[src/rtl/imem_loader_pkg.sv]
// imem_loader_pkg: shared types and constants for the boot-time program loader.
//   state_e    - loader FSM states (S_CSUM only reachable with IMEM_LOADER_CHECKSUM_EN)
//   lane_t     - byte-lane index within a 32-bit little-endian word
//   LEN_BYTES  - bytes in the frame length field
//   CSUM_BYTES - bytes in the trailing checksum field
package imem_loader_pkg;

  typedef enum logic [2:0] {
    S_IDLE = 3'd0,
    S_LEN  = 3'd1,
    S_DATA = 3'd2,
    S_CSUM = 3'd3,
    S_DONE = 3'd4,
    S_ERR  = 3'd5
  } state_e;

  localparam int LEN_BYTES  = 4;
  localparam int CSUM_BYTES = 4;

  typedef logic [1:0] lane_t;

  // States in which the loader owns the memory and holds the CPU in reset.
  function automatic logic is_busy(input state_e s);
    return (s == S_LEN) || (s == S_DATA) || (s == S_CSUM);
  endfunction

endpackage

[src/rtl/imem_loader_timeout.sv]
// imem_loader_timeout: idle-cycle counter with a saturating timeout flag.
//   clk       - system clock
//   rst       - asynchronous active-low reset
//   i_clr     - clear the counter (byte accepted, or loader not busy)
//   o_timeout - high once TIMEOUT_CYCLES idle cycles have elapsed since the last clear
module imem_loader_timeout #(
  parameter int TIMEOUT_CYCLES = 1_000_000
) (
  input  logic clk,
  input  logic rst,
  input  logic i_clr,
  output logic o_timeout
);

  localparam int             CW    = $clog2(TIMEOUT_CYCLES + 1);
  localparam logic [CW-1:0]  LIMIT = CW'(TIMEOUT_CYCLES);
  localparam logic [CW-1:0]  ONE   = CW'(1);

  logic [CW-1:0] r_cnt;

  // Saturates at LIMIT so the flag stays up until something clears it.
  always_ff @(posedge clk or negedge rst) begin
    if (!rst)                r_cnt <= '0;
    else if (i_clr)          r_cnt <= '0;
    else if (r_cnt != LIMIT) r_cnt <= r_cnt + ONE;
  end

  assign o_timeout = (r_cnt == LIMIT);

endmodule

[src/rtl/imem_loader.sv]
// imem_loader: boot-time program loader feeding the instruction memory write port.
// Receives a UART byte stream framed as a 4-byte little-endian word count N followed
// by N little-endian 32-bit words, and writes them to word addresses 0..N-1 while
// holding the CPU in reset.
//
// Optional feature: define IMEM_LOADER_CHECKSUM_EN to require a trailing 4-byte
// little-endian checksum (32-bit wrapping sum of N and all words) before DONE.
//
// Ports:
//   clk, rst       - system clock, asynchronous active-low reset
//   start          - single-cycle load request (ignored while busy)
//   rx_valid/data  - received byte strobe and value
//   we/addr/wdata  - instruction memory write port, one cycle per word
//   busy, cpu_hold - high while a frame is being received
//   done, error    - frame completed / frame aborted (length, timeout, checksum)
//   words_written  - words written during the current load
module imem_loader
  import imem_loader_pkg::*;
#(
  parameter int ADDR_W         = 14,
  parameter int TIMEOUT_CYCLES = 1_000_000
) (
  input  logic              clk,
  input  logic              rst,
  input  logic              start,
  input  logic              rx_valid,
  input  logic [7:0]        rx_data,
  output logic              we,
  output logic [ADDR_W-1:0] addr,
  output logic [31:0]       wdata,
  output logic              busy,
  output logic              done,
  output logic              error,
  output logic              cpu_hold,
  output logic [ADDR_W:0]   words_written
);

`ifdef IMEM_LOADER_CHECKSUM_EN
  localparam bit CSUM_EN = 1'b1;
`else
  localparam bit CSUM_EN = 1'b0;
`endif

  localparam logic [32:0]   MAX_WORDS = 33'(1) << ADDR_W;
  localparam logic [ADDR_W:0] ONE_W   = (ADDR_W+1)'(1);
  // With the checksum, a zero-length frame or the last word lead into CSUM.
  localparam state_e        FIN_STATE = CSUM_EN ? S_CSUM : S_DONE;

  state_e            r_state, w_state_nxt;
  lane_t             r_bidx;
  logic [23:0]       r_asm;
  logic [ADDR_W:0]   r_len;
  logic [ADDR_W:0]   r_words;
  logic              r_we;
  logic [ADDR_W-1:0] r_addr;
  logic [31:0]       r_wdata;

  logic              w_busy;
  logic              w_start_ok;
  logic              w_acc;
  logic              w_byte_last;
  lane_t             w_last_idx;
  logic [31:0]       w_word;
  logic              w_len_zero;
  logic              w_len_big;
  logic              w_word_last;
  logic              w_data_fin;
  logic              w_sum_ok;
  logic              w_tmo_clr;
  logic              w_tmo_flag;
  logic              w_timeout;

  assign w_busy     = is_busy(r_state);
  assign w_start_ok = start && !w_busy;

  // Without the checksum, DATA lingers one cycle so DONE follows the final write.
  assign w_data_fin = r_we && (r_words == r_len);

  // A timeout wins over a simultaneous byte so nothing is written on the way to ERR.
  assign w_acc = rx_valid && w_busy && !w_timeout &&
                 !((r_state == S_DATA) && w_data_fin);

  always_comb begin
    w_last_idx = lane_t'(3);
    unique case (r_state)
      S_LEN:   w_last_idx = lane_t'(LEN_BYTES - 1);
      S_CSUM:  w_last_idx = lane_t'(CSUM_BYTES - 1);
      default: w_last_idx = lane_t'(3);
    endcase
  end

  assign w_byte_last = (r_bidx == w_last_idx);
  assign w_word      = {rx_data, r_asm};
  assign w_len_zero  = (w_word == 32'd0);
  assign w_len_big   = ({1'b0, w_word} > MAX_WORDS);
  assign w_word_last = ((r_words + ONE_W) == r_len);

  assign w_tmo_clr = w_acc || !w_busy;
  assign w_timeout = w_busy && w_tmo_flag;

  imem_loader_timeout #(
    .TIMEOUT_CYCLES(TIMEOUT_CYCLES)
  ) u_timeout (
    .clk       (clk),
    .rst       (rst),
    .i_clr     (w_tmo_clr),
    .o_timeout (w_tmo_flag)
  );

  // ---------------------------------------------------------------- state register
  always_ff @(posedge clk or negedge rst) begin
    if (!rst) r_state <= S_IDLE;
    else      r_state <= w_state_nxt;
  end

  // ---------------------------------------------------------------- next state
  always_comb begin
    w_state_nxt = r_state;
    unique case (r_state)
      S_IDLE, S_DONE, S_ERR: begin
        if (start) w_state_nxt = S_LEN;
      end
      S_LEN: begin
        if (w_timeout)                  w_state_nxt = S_ERR;
        else if (w_acc && w_byte_last) begin
          if (w_len_big)                w_state_nxt = S_ERR;
          else if (w_len_zero)          w_state_nxt = FIN_STATE;
          else                          w_state_nxt = S_DATA;
        end
      end
      S_DATA: begin
        if (w_timeout)                  w_state_nxt = S_ERR;
        else if (CSUM_EN && w_acc && w_byte_last && w_word_last)
                                        w_state_nxt = S_CSUM;
        else if (!CSUM_EN && w_data_fin) w_state_nxt = S_DONE;
      end
      S_CSUM: begin
        if (w_timeout)                  w_state_nxt = S_ERR;
        else if (w_acc && w_byte_last)  w_state_nxt = w_sum_ok ? S_DONE : S_ERR;
      end
      default:                          w_state_nxt = S_IDLE;
    endcase
  end

  // ---------------------------------------------------------------- outputs
  always_comb begin
    busy     = w_busy;
    cpu_hold = w_busy;
    done     = (r_state == S_DONE);
    error    = (r_state == S_ERR);
  end

  assign we            = r_we;
  assign addr          = r_addr;
  assign wdata         = r_wdata;
  assign words_written = r_words;

  // ---------------------------------------------------------------- datapath
  // Bytes 0..2 of every 4-byte field land in their lane of r_asm; the 4th byte
  // completes the field combinationally in w_word.
  always_ff @(posedge clk or negedge rst) begin
    if (!rst) begin
      r_bidx  <= '0;
      r_asm   <= '0;
      r_len   <= '0;
      r_words <= '0;
      r_we    <= 1'b0;
      r_addr  <= '0;
      r_wdata <= '0;
    end else begin
      r_we <= 1'b0;
      if (w_start_ok) begin
        r_bidx  <= '0;
        r_words <= '0;
        r_addr  <= '0;
      end else if (w_acc) begin
        r_bidx <= w_byte_last ? lane_t'(0) : r_bidx + lane_t'(1);
        case (r_bidx)
          2'd0:    r_asm[7:0]   <= rx_data;
          2'd1:    r_asm[15:8]  <= rx_data;
          2'd2:    r_asm[23:16] <= rx_data;
          default: ;
        endcase
        if (w_byte_last) begin
          if (r_state == S_LEN) r_len <= w_word[ADDR_W:0];
          if (r_state == S_DATA) begin
            r_we    <= 1'b1;
            r_addr  <= r_words[ADDR_W-1:0];
            r_wdata <= w_word;
            r_words <= r_words + ONE_W;
          end
        end
      end
    end
  end

  // ---------------------------------------------------------------- checksum
`ifdef IMEM_LOADER_CHECKSUM_EN
  logic [31:0] r_sum;

  always_ff @(posedge clk or negedge rst) begin
    if (!rst) begin
      r_sum <= '0;
    end else if (w_acc && w_byte_last) begin
      if (r_state == S_LEN)       r_sum <= w_word;
      else if (r_state == S_DATA) r_sum <= r_sum + w_word;
    end
  end

  assign w_sum_ok = (w_word == r_sum);
`else
  assign w_sum_ok = 1'b0;
`endif

endmodule

[config.mk]
export PLATFORM = sky130hd
export DESIGN_NAME = imem_loader
export DESIGN_NICKNAME = d
export VERILOG_FILES = /design/src/rtl/imem_loader_pkg.sv /design/src/rtl/imem_loader_timeout.sv /design/src/rtl/imem_loader.sv
export SDC_FILE = /design/constraint.sdc
export NUM_CORES = 1
export LEC_CHECK = 0
export CAP_MARGIN = 5
export CORE_MARGIN = 4
export CORE_UTILIZATION = 30
export DETAILED_ROUTE_END_ITERATION = 7
export GPL_TIMING_DRIVEN = 0
export PLACE_DENSITY = 0.58
export SLEW_MARGIN = 0
export SYNTH_ARGS = -nofsm -noshare
export SYNTH_HDL_FRONTEND = slang
export SYNTH_HIERARCHICAL = 1
export SYNTH_SLANG_ARGS = --single-unit
[constraint.sdc]
create_clock -name clk -period 3.8 [get_ports clk]
set_clock_uncertainty 0.15 [all_clocks]
set_input_delay 0.57 -clock clk [delete_from_list [all_inputs] [get_ports clk]]
set_output_delay 0.57 -clock clk [all_outputs]
set_load 0.01 [all_outputs]
== Yosys cells after proc, flatten, opt, wreduce, memory -nomap -nowiden ==
Cells that the tools add are included.

* ROM bits: 0
* Logic and storage cells: 87
* Bits in writable memories: 0
* Input bits: 12
* Flip-flop bits (word level): 126
* Output and inout bits: 66
* Memories: 0
* Latch bits: 0

* Mux-type cells: 27
* Reductions and logical operators: 29
* Divide/modulo/power cells: 0
* Shift-type cells: 0
* Eq/ne operators: 15
* $mul: 0
* Order comparisons: 1
* Add/subtract/negate cells: 3
* Bitwise operators: 1

{| class="wikitable"
|+ Operators with widths
! kind !! number
|-
| two-way mux 15 bit || 4
|-
| two-way mux 14 bit || 4
|-
| two-way mux 20 bit || 2
|-
| > comparator 32 x 15 -> 1 bit (second input constant) || 1
|-
| zero test 32 bit || 1
|-
| two-way mux 3 bit || 9
|-
| adder 20 x 1 -> 20 bit (second input constant) || 1
|-
| equality test 20 bit (second input constant) || 1
|-
| != test 20 bit (second input constant) || 1
|-
| adder 15 x 1 -> 15 bit (second input constant) || 1
|-
| equality test 15 bit || 1
|-
| one-hot mux 3 bit (4 select lines) || 1
|-
| AND reduction 3 bit || 4
|-
| AND reduction 4 bit || 3
|-
| logical AND 1 bit || 8
|-
| nonzero test 2 bit || 4
|-
| equality test 3 x 2 -> 1 bit (second input constant) || 2
|-
| equality test 3 bit (second input constant) || 2
|-
| two-way mux 2 bit || 3
|-
| != test 3 x 2 -> 1 bit (second input constant) || 2
|-
| equality test 2 bit (second input constant) || 2
|-
| two-way mux 1 bit || 4
|-
| equality test 3 x 1 -> 1 bit (second input constant) || 1
|-
| zero test 1 bit || 3
|-
| 9 further kinds || 11
|}

== Depth between registers and ports, before layout ==
Gate-level depths: netlist of the first run.

* Word-level depth: 11
* Gate-level depth with buffers: 12
* Gate-level depth less buffers: 11

== Cells and area by module ==
The synthesis of the first run kept the hierarchy.

{| class="wikitable"
|+ Modules (own cells, without submodules)
! module !! cells an instance !! times used !! area an instance (µm²)
|-
| imem_loader || 380 || 1 || 4792.1
|-
| imem_loader_timeout || 113 || 1 || 1143.6
|}

== Worst setup path before layout of the first run ==
No wires, ideal clock.

* Path kind: flip-flop to flip-flop
* Start point: register u_timeout.r_cnt[7]
* End point: register r_wdata[10], in the netlist wdata[10]
* Library setup time: 125 ps
* Buffers on the path: 2
* Cell stages (with the launch flop): 10
* Data required time: 3525 ps
* Data arrival time: 2503 ps
* Path slack: 1022 ps
* Path through: dfrtp_1 or4_4 nor4_4 nor2b_1 nor3b_4 nand2_1 or3_1 buf_6 buf_6 mux2_4

* Longest elaborated chain between the ends: 6

{| class="wikitable"
|+ RTL lines
! item !! line !! RTL
|-
| start: declaration || imem_loader_timeout.sv:19 || <nowiki>logic [CW-1:0] r_cnt;</nowiki>
|-
| start signal: assignment || imem_loader_timeout.sv:25 || <nowiki>else if (r_cnt != LIMIT) r_cnt <= r_cnt + ONE;</nowiki>
|-
| equality test 20 bit || imem_loader_timeout.sv:28 || <nowiki>assign o_timeout = (r_cnt == LIMIT);</nowiki>
|-
| via w_tmo_flag || imem_loader.sv:70 || <nowiki>logic w_tmo_flag;</nowiki>
|-
| logical AND 1 bit || imem_loader.sv:99 || <nowiki>assign w_timeout = w_busy && w_tmo_flag;</nowiki>
|-
| zero test 1 bit || imem_loader.sv:80 || <nowiki>assign w_acc = rx_valid && w_busy && !w_timeout &&</nowiki>
|-
| logical AND 1 bit (2 in a row) || imem_loader.sv:80 ||
|-
| AND reduction 4 bit (no source line) || - ||
|-
| end signal: assignment || imem_loader.sv:189 || <nowiki>r_wdata <= w_word;</nowiki>
|-
| end: declaration || imem_loader.sv:56 || <nowiki>logic [31:0] r_wdata;</nowiki>
|}

The timed path passes the listed nets, and every way through them passes these cells.
A chain may end at the register's enable or synchronous reset.

== Final worst setup path of the first run ==
* Start point: register u_timeout.r_cnt[7]
* End point: register u_timeout.r_cnt[3]

* Longest elaborated chain between the ends: 7
* Elaborated cells between the ends (all ways): 9
* Classes of those cells: eq/ne (2); mux (1); reduce/logical (6)

{| class="wikitable"
|+ RTL lines
! item !! line !! RTL
|-
| equality test 20 bit * || imem_loader_timeout.sv:28 ||
|-
| via w_tmo_flag || imem_loader.sv:70 ||
|-
| logical AND 1 bit * || imem_loader.sv:99 ||
|-
| zero test 1 bit * || imem_loader.sv:80 ||
|-
| logical AND 1 bit * (2 in a row) || imem_loader.sv:80 ||
|-
| logical OR 1 bit * || imem_loader.sv:98 || <nowiki>assign w_tmo_clr = w_acc || !w_busy;</nowiki>
|-
| via w_tmo_clr || imem_loader.sv:69 || <nowiki>logic w_tmo_clr;</nowiki>
|-
| two-way mux 20 bit or nonzero test 2 bit (tied branches) || - ||
|}

Mark *: on every way through the listed nets, which the timed path passes. The rest lies on a longest branch.

==> results of run 1 <==
-- logic make-up after synthesis --
group | synth area share [%]
simple gates | 16.5
flops | 53.1
mux | 16.5
compound gates | 4.66
xor+xnor | 5.16
buf+inv | 2.55
fa+ha+maj | 1.48
-- registers in the layout (all words and copies together), names as in the netlist --
register / count
addr: 14
r_asm: 24
r_bidx: 2
r_len: 15
r_state: 3
u_timeout/r_cnt: 20
wdata: 32
we: 1
words_written: 15
-- worst max-delay path, delay by kind of cell (launching register included) --
kind	cells	cell delay, ns
flops	1	0.45
buf+inv	2	0.51
simple gates	7	2.02
-- cells in the mapped netlist (all sizes together), types with 3 or more instances --
| master | count | share of area, % |
|---|---|---|
| a21oi | 12 | 1.0 |
| a31o | 5 | 0.74 |
| and3 | 6 | 0.63 |
| buf | 11 | 1.4 |
| clkbuf | 8 | 0.51 |
| dfrtp | 126 | 53 |
| ha | 7 | 1.5 |
| inv | 7 | 0.44 |
| mux2 | 74 | 16 |
| mux2i | 5 | 0.84 |
| nand2 | 45 | 2.8 |
| nand2b | 7 | 0.74 |
| nand3 | 19 | 1.9 |
| nand4 | 17 | 2.2 |
| nor2 | 33 | 2.1 |
| nor2b | 4 | 0.42 |
| nor3 | 11 | 0.93 |
| nor3b | 3 | 0.57 |
| nor4 | 11 | 1.9 |
| o21ai | 19 | 1.6 |
| or3 | 4 | 0.42 |
| or4 | 3 | 0.44 |
| xnor2 | 26 | 3.8 |
| xor2 | 9 | 1.3 |
-- power groups by stage --
stage	combinational, µW	sequential (µW)	clock [µW]
floorplan	619	1750	0
global placement	811	1840	0
detailed placement	842	1850	0
CTS	848	1830	1810
global route	931	1860	1870
finish	834	1820	1770
-- area by class of cell --
class	instances	area, µm²
well taps	265	332
repair buffers	79	810
fillers	1872	11700
clock buffers	20	457
flip-flops and latches	126	3150
inverters	7	26.3
plain buffers	20	125
multi-input cells	340	2630
clock inverters	11	189
-- final timing paths --
kind | start | end | slack [ns] | cells past startpoint
max | u_timeout/r_cnt[7] | u_timeout/r_cnt[3] | 0.59 | 9
min | wdata[2] | wdata[2] | 0.36 | 1
max reg2reg | u_timeout/r_cnt[7] | u_timeout/r_cnt[3] | 0.59 | 9
min reg2reg | wdata[2] | wdata[2] | 0.36 | 1
max in group asynchronous | rst | r_asm[15] | 2.28 | 3
min in group asynchronous | rst | addr[1] | 0.44 | 2
-- per-stage QoR --
stage | power (µW) | setup TNS [ns]
2_1_floorplan | 2370 | 0
3_3_place_gp | 2650 | -358.50
3_5_place_dp | 2690 | 0
4_1_cts | 4480 | 0
5_1_grt | 4660 | 0
6_report | 4430 | 0
-- layer usage --
layer  GRT usage (%)  vias up  routed length [µm]
li1                -     1954                   -
met1            18.6     2101                6800
met2            21.8      108                6820
met3            4.66       17                 751
met4            4.25        0                 207
met5               0        -                   0
-- timing repair --
item | CTS | global route
hold buffers | 1 | 0
setup endpoints to repair | 0 | 0
hold endpoints to repair | 26 | 0
==> metrics.md, run 1 <==
| Metric | Value |
|---|---|
| Status | complete, no violations |
| Antenna Nets Post-Route | 0 |
| Placed Cells | about 840 |
| Starting Density | approximately 30% |
| Ys flop type | dfrtp_1 |
| Place WS | 0.612 ns |
| Critical Path Slowest Stage Cell | nor4_4 |
| Combinational Power Share | 18.8% |
| Post-CTS sizing | 0 |
| Int Pwr | about 3200 µW |
| Vias in the first global route | ~4.4k |
| Fin util | approximately 40% |
| Yosys cell types | 55 |
| Post-CTS Setup Repair Bufs | 0 |
| Mapped cell area | between 5000 and 6000 µm² |
| Max-slew headroom | between 50% and 60% |
| Die Height | 149 µm |
| Post-synth ARST share | 100% |
| Root buffer cell | clkbuf_16 |
| Clock sinks | 126 |
| Yosys reg bits | between 100 and 150 |
| RSZ-0062 raised after global routing | false |
| H-tree levels | 4 |
| DR iter-0 viols | around 210 |
| Final Instance Area | 7720 µm² |
| Synthesis warning total | 6 |
| Area of the die | around 22000 µm² |
| DR vias | 4180 |
| Max-cap violations | 0 |
| Final setup violation count | 0 |
| Diodes inserted | 0 |
| WHS | about 0.36 ns |
| Nets | between 600 and 700 |
| EDFF count, synth | 0 |
| Commonest non-fill, non-tap cells in the layout | 126 x dfrtp_1, 76 x clkdlybuf4s50_1, 45 x nand2_1, 42 x mux2_2, 32 x nor2_1 |
| Fin. max-slew vios | 0 |
| TritonCTS clock tree | done |
| Post-Synthesis Mean Instance Area | 12.0 µm² |
| Area post-placement | 7070 µm² |
| Peak VDD IR | 0.383 mV |
| Crit path max fanout | 10 |
| DRC | 0 |
| First-pass GRT wire length | approximately 24000 µm |
| CTS clk-pin slew, worst paths | approximately 0.060 ns |
| Num rows | around 50 |
| Cells after Synth | a little under 500 |
| NetSw | around 1200 µW |
| Critical Path Sink Type | register |
| Core area | 19500 µm² |
| Port buffer count | 77 |
| GRT overflow | 0 |
| Max Root-Sink Buffers | 2 |
| Setup WS post-layout | 0.594 ns |
| Largest net degree at the start of global routing | about 100 |
| Crit path top cell by count | nand2_1 |
| Die width | approximately 150 µm |
| Clock insertion delay at the later pin of the skew report | approximately 0.42 ns |
| DR WL/cell | 16.8 µm |
| Drt via density | just under 5 |
| Initial antenna violation count | 0 |
| Sequential area share after synthesis | between 50% and 60% |
| Number of hold violations in the final report | 0 |
| Post-DP HPWL | slightly above 10000 µm |
| Non-filler cells, final | 868 |
| Actual slew at the worst max-slew pin | around 0.64 ns |
| Power per cell area | 574 nW/µm² |
| Total CTS buffers | 17 |
| Worst Path Required | 3.99 ns |
| Seq pwr share | about two fifths |
| Post-synthesis net count | 512 |
| Hold Path Class | reg2reg |
| Fraction of the cycle the final worst path needs | between 80% and 90% |
| Sw Ratio | between 20% and 30% |
| GPL Wtd Cong | between 0.7 and 0.8 |
| Share of layout cells above drive strength 1 | 21.2% |
| Drt pass-1 iters | 4 |
| Crit path kind | reg2reg |
| Leak Pwr | about 0.0033 µW |
| Final WL | ~15000 µm |
| Clock power share | roughly two fifths |
| Worst-path cell chain | or4_4, nor4_4, nor2b_1, nor3b_4, nand2_1, nand2_1, buf_4, clkbuf_1, nor2_1 |
| Critical path data arrival time | between 3 and 4 ns |
| Delay of the slowest critical-path stage | between 0.6 and 0.7 ns |
| CP Launch Type | register |
| Total GRT Usage | between 10% and 20% |
| Crit path time final | approximately 3.2 ns |
| FMAX | between 0.3 and 0.4 GHz |
| Area delta synth->final | 30.1% |
| IO Pins | slightly below 80 |
| Most common cell after layout, fill and taps aside | dfrtp_1 |
No activity file was read; power rests on OpenSTA's default activity.
==> run 2: changes to the inputs <==
--- a/config.mk
+++ b/config.mk
@@ -10,7 +10,7 @@
 export CORE_UTILIZATION = 30
 export DETAILED_ROUTE_END_ITERATION = 7
 export GPL_TIMING_DRIVEN = 0
-export PLACE_DENSITY = 0.58
+export PLACE_DENSITY = 0.59
 export SLEW_MARGIN = 0
 export SYNTH_ARGS = -nofsm -noshare
 export SYNTH_HDL_FRONTEND = slang
==> constraint.sdc (replaced) <==
create_clock -name clk -period 2.8 [get_ports clk]
set_clock_uncertainty 0.15 [all_clocks]
set_input_delay 0.42 -clock clk [delete_from_list [all_inputs] [get_ports clk]]
set_output_delay 0.42 -clock clk [all_outputs]
set_load 0.01 [all_outputs]
==> run 2 against run 1 <==
  * Clock power increased by 24%
  * First-iteration DRC count increased by 53%
  * Setup slack got worse by 0.53 ns
  * Total power increased by 32%
  * Combinational power increased by 40%
  * Die area unchanged
  * Largest cell class unchanged
  * Largest power group unchanged
==> metrics.md, run 2 (same netlist as run 1, synthesis figures left out) <==
| Metric | Value |
|---|---|
| Critical Path Sink Type | register (unchanged) |
| RSZ-0062 raised after global routing | true (was false) |
| Clock sinks | 126 (unchanged) |
| DR iter-0 viols | 323 (was 211) |
| Actual slew at the worst max-slew pin | 0.588 ns (was 0.637 ns) |
| Max-cap violations | 0 (unchanged) |
| Critical Path Slowest Stage Cell | or4_4 (was nor4_4) |
| Clock insertion delay at the later pin of the skew report | 0.42 ns (about the same) |
| DR WL/cell | 17.1 µm (was 16.8 µm) |
| Commonest non-fill, non-tap cells in the layout | 123 x dfrtp_1, 76 x clkdlybuf4s50_1, 43 x nand2_1, 42 x mux2_2, 31 x nor2_1 (was 126 x dfrtp_1, 76 x clkdlybuf4s50_1, 45 x nand2_1, 42 x mux2_2, 32 x nor2_1) |
| Critical path data arrival time | 2.89 ns (was 3.40 ns) |
| Root buffer cell | clkbuf_16 (unchanged) |
| Area of the die | 22100 µm² (unchanged) |
| Drt via density | 4.81 (was 4.82) |
| IO Pins | 78 (unchanged) |
| FMAX | 0.365 GHz (was 0.312 GHz) |
| H-tree levels | 4 (unchanged) |
| Buffer and inverter count on the worst path | 2 (unchanged) |
| Place WS | -0.378 ns (was 0.612 ns) |
| Seq pwr share | 42.5% (was 41.2%) |
| NetSw | 1680 µW (was 1220 µW) |
| Area delta synth->final | 31.6% (was 30.1%) |
| Crit path max fanout | 10 (unchanged) |
| GPL Wtd Cong | 0.799 (was 0.778) |
| Final setup violation count | 0 (unchanged) |
| Peak VDD IR | 0.471 mV (was 0.383 mV) |
| Die Height | 149 µm (unchanged) |
| Num rows | 51 (unchanged) |
| WHS | 0.305 ns (was 0.356 ns) |
| CP Launch Type | register (unchanged) |
| Number of hold violations in the final report | 0 (unchanged) |
| Vias in the first global route | 4373 (was 4405) |
| Initial antenna violation count | 0 (unchanged) |
| Fin. max-slew vios | 0 (unchanged) |
| Clock power share | 37.5% (was 40.0%) |
| Largest net degree at the start of global routing | 99 (was 101) |
| Drt pass-1 iters | 6 (was 4) |
| Total GRT Usage | 14.3% (was 14.0%) |
| TritonCTS clock tree | done (unchanged) |
| Fin util | 40.1% (was 39.7%) |
| Delay of the slowest critical-path stage | 0.55 ns (was 0.61 ns) |
| CP Depth | 9 (unchanged) |
| Worst-path cell chain | or4_4, nor4_4, nor2b_1, nor3b_4, nand2_1, or3_1, buf_6, buf_12, mux2_4 (was or4_4, nor4_4, nor2b_1, nor3b_4, nand2_1, nand2_1, buf_4, clkbuf_1, nor2_1) |
| Status | complete, no violations (unchanged) |
| Int Pwr | 4160 µW (was 3210 µW) |
| Crit path kind | reg2reg (unchanged) |
| DRC | 0 (unchanged) |
| Crit path time final | 2.74 ns (was 3.21 ns) |
| Die width | 149 µm (unchanged) |
| DR vias | 4210 (was 4180) |
| Combinational Power Share | 20.0% (was 18.8%) |
| GRT overflow | 0 (unchanged) |
| Most common cell after layout, fill and taps aside | dfrtp_1 (unchanged) |
| Fraction of the cycle the final worst path needs | 97.8% (was 84.4%) |
| Share of layout cells above drive strength 1 | 24.2% (was 21.2%) |
| Sw Ratio | 28.7% (was 27.6%) |
| CTS clk-pin slew, worst paths | 0.05 ns (was 0.06 ns) |
| Port buffer count | 77 (unchanged) |
| Power per cell area | 748 nW/µm² (was 574 nW/µm²) |
| Hold Path Class | in2async (was reg2reg) |
| Leak Pwr | 0.00338 µW (was 0.00333 µW) |
| First-pass GRT wire length | 24500 µm (was 24100 µm) |
| Diodes inserted | 0 (unchanged) |
| Setup WS post-layout | 0.0624 ns (was 0.594 ns) |
| Largest register FFs | 32 (unchanged) |
| Worst Path Required | 2.95 ns (was 3.99 ns) |
| R2R cell count | 9 (unchanged) |
| Post-DP HPWL | 10400 µm (was 10200 µm) |
| CP top delay family | simple AND/OR/NAND/NOR gates (unchanged) |
| Total CTS buffers | 17 (unchanged) |
| Final WL | 15000 µm (was 14600 µm) |
| Nets | 619 (was 610) |
| Internal reg-to-reg setup slack | 0.06 ns (was 0.59 ns) |
| Starting Density | 30.5% (unchanged) |
| Antenna Nets Post-Route | 0 (unchanged) |
| Core area | 19500 µm² (unchanged) |
| Max Root-Sink Buffers | 2 (unchanged) |
| Max-slew headroom | 60.6% (was 57.2%) |
==> run 2: per-stage QoR <==
step                      std cells  instance area [µm²]  power [µW]  TNS [ns]
after floorplan                 493                 5940        3220         0
after global placement          835                 7040        3590   -491.06
after detailed placement        836                 7070        3640    -23.57
after CTS                       868                 7690        5900         0
after global routing            876                 7810        6160    -0.158
final                           876                 7810        5840         0
==> run 2: timing repair <==
item                       4_1_cts  5_1_grt
hold endpoints to repair        28        0
pin swaps                        1        2
buffers inserted                 3        8
hold buffers                     1        0
setup endpoints to repair      109       51
resized for setup                4       18
==> run 2: power groups by stage <==
stage | Clock [µW] | Combinational [µW] | Sequential [µW]
6_report | 2190 | 1170 | 2480
5_1_grt | 2340 | 1300 | 2530
4_1_cts | 2250 | 1170 | 2480
3_5_place_dp | 0 | 1130 | 2510
3_3_place_gp | 0 | 1090 | 2490
2_1_floorplan | 0 | 841 | 2380
==> run 2: path summary, 6_finish.rpt <==
check                                   start         to
max in group asynchronous                 rst  wdata[11]
min reg2reg                          wdata[1]   wdata[1]
max reg2reg                u_timeout/r_cnt[7]  wdata[14]
min in group clk                     wdata[1]   wdata[1]
min                                       rst    addr[0]
max                        u_timeout/r_cnt[7]  wdata[14]
==> run 2: layout make-up <==
class / count / area (µm²)
inverter: 7 / 26.3
clock inverter: 11 / 144
timing repair buffer: 90 / 892
buffer: 18 / 153
clock buffer: 19 / 443
tap: 265 / 332
multi-input combinational: 340 / 2670
fill: 1844 / 11700
sequential: 126 / 3160
==> run 2: routing by layer <==
metal,track usage [%],share of wire [%],vias up
li1,-,-,1972
met1,19.1,46,2118
met2,22.0,47,107
met3,4.27,4.9,13
met4,5.22,1.2,0
met5,0,0,-
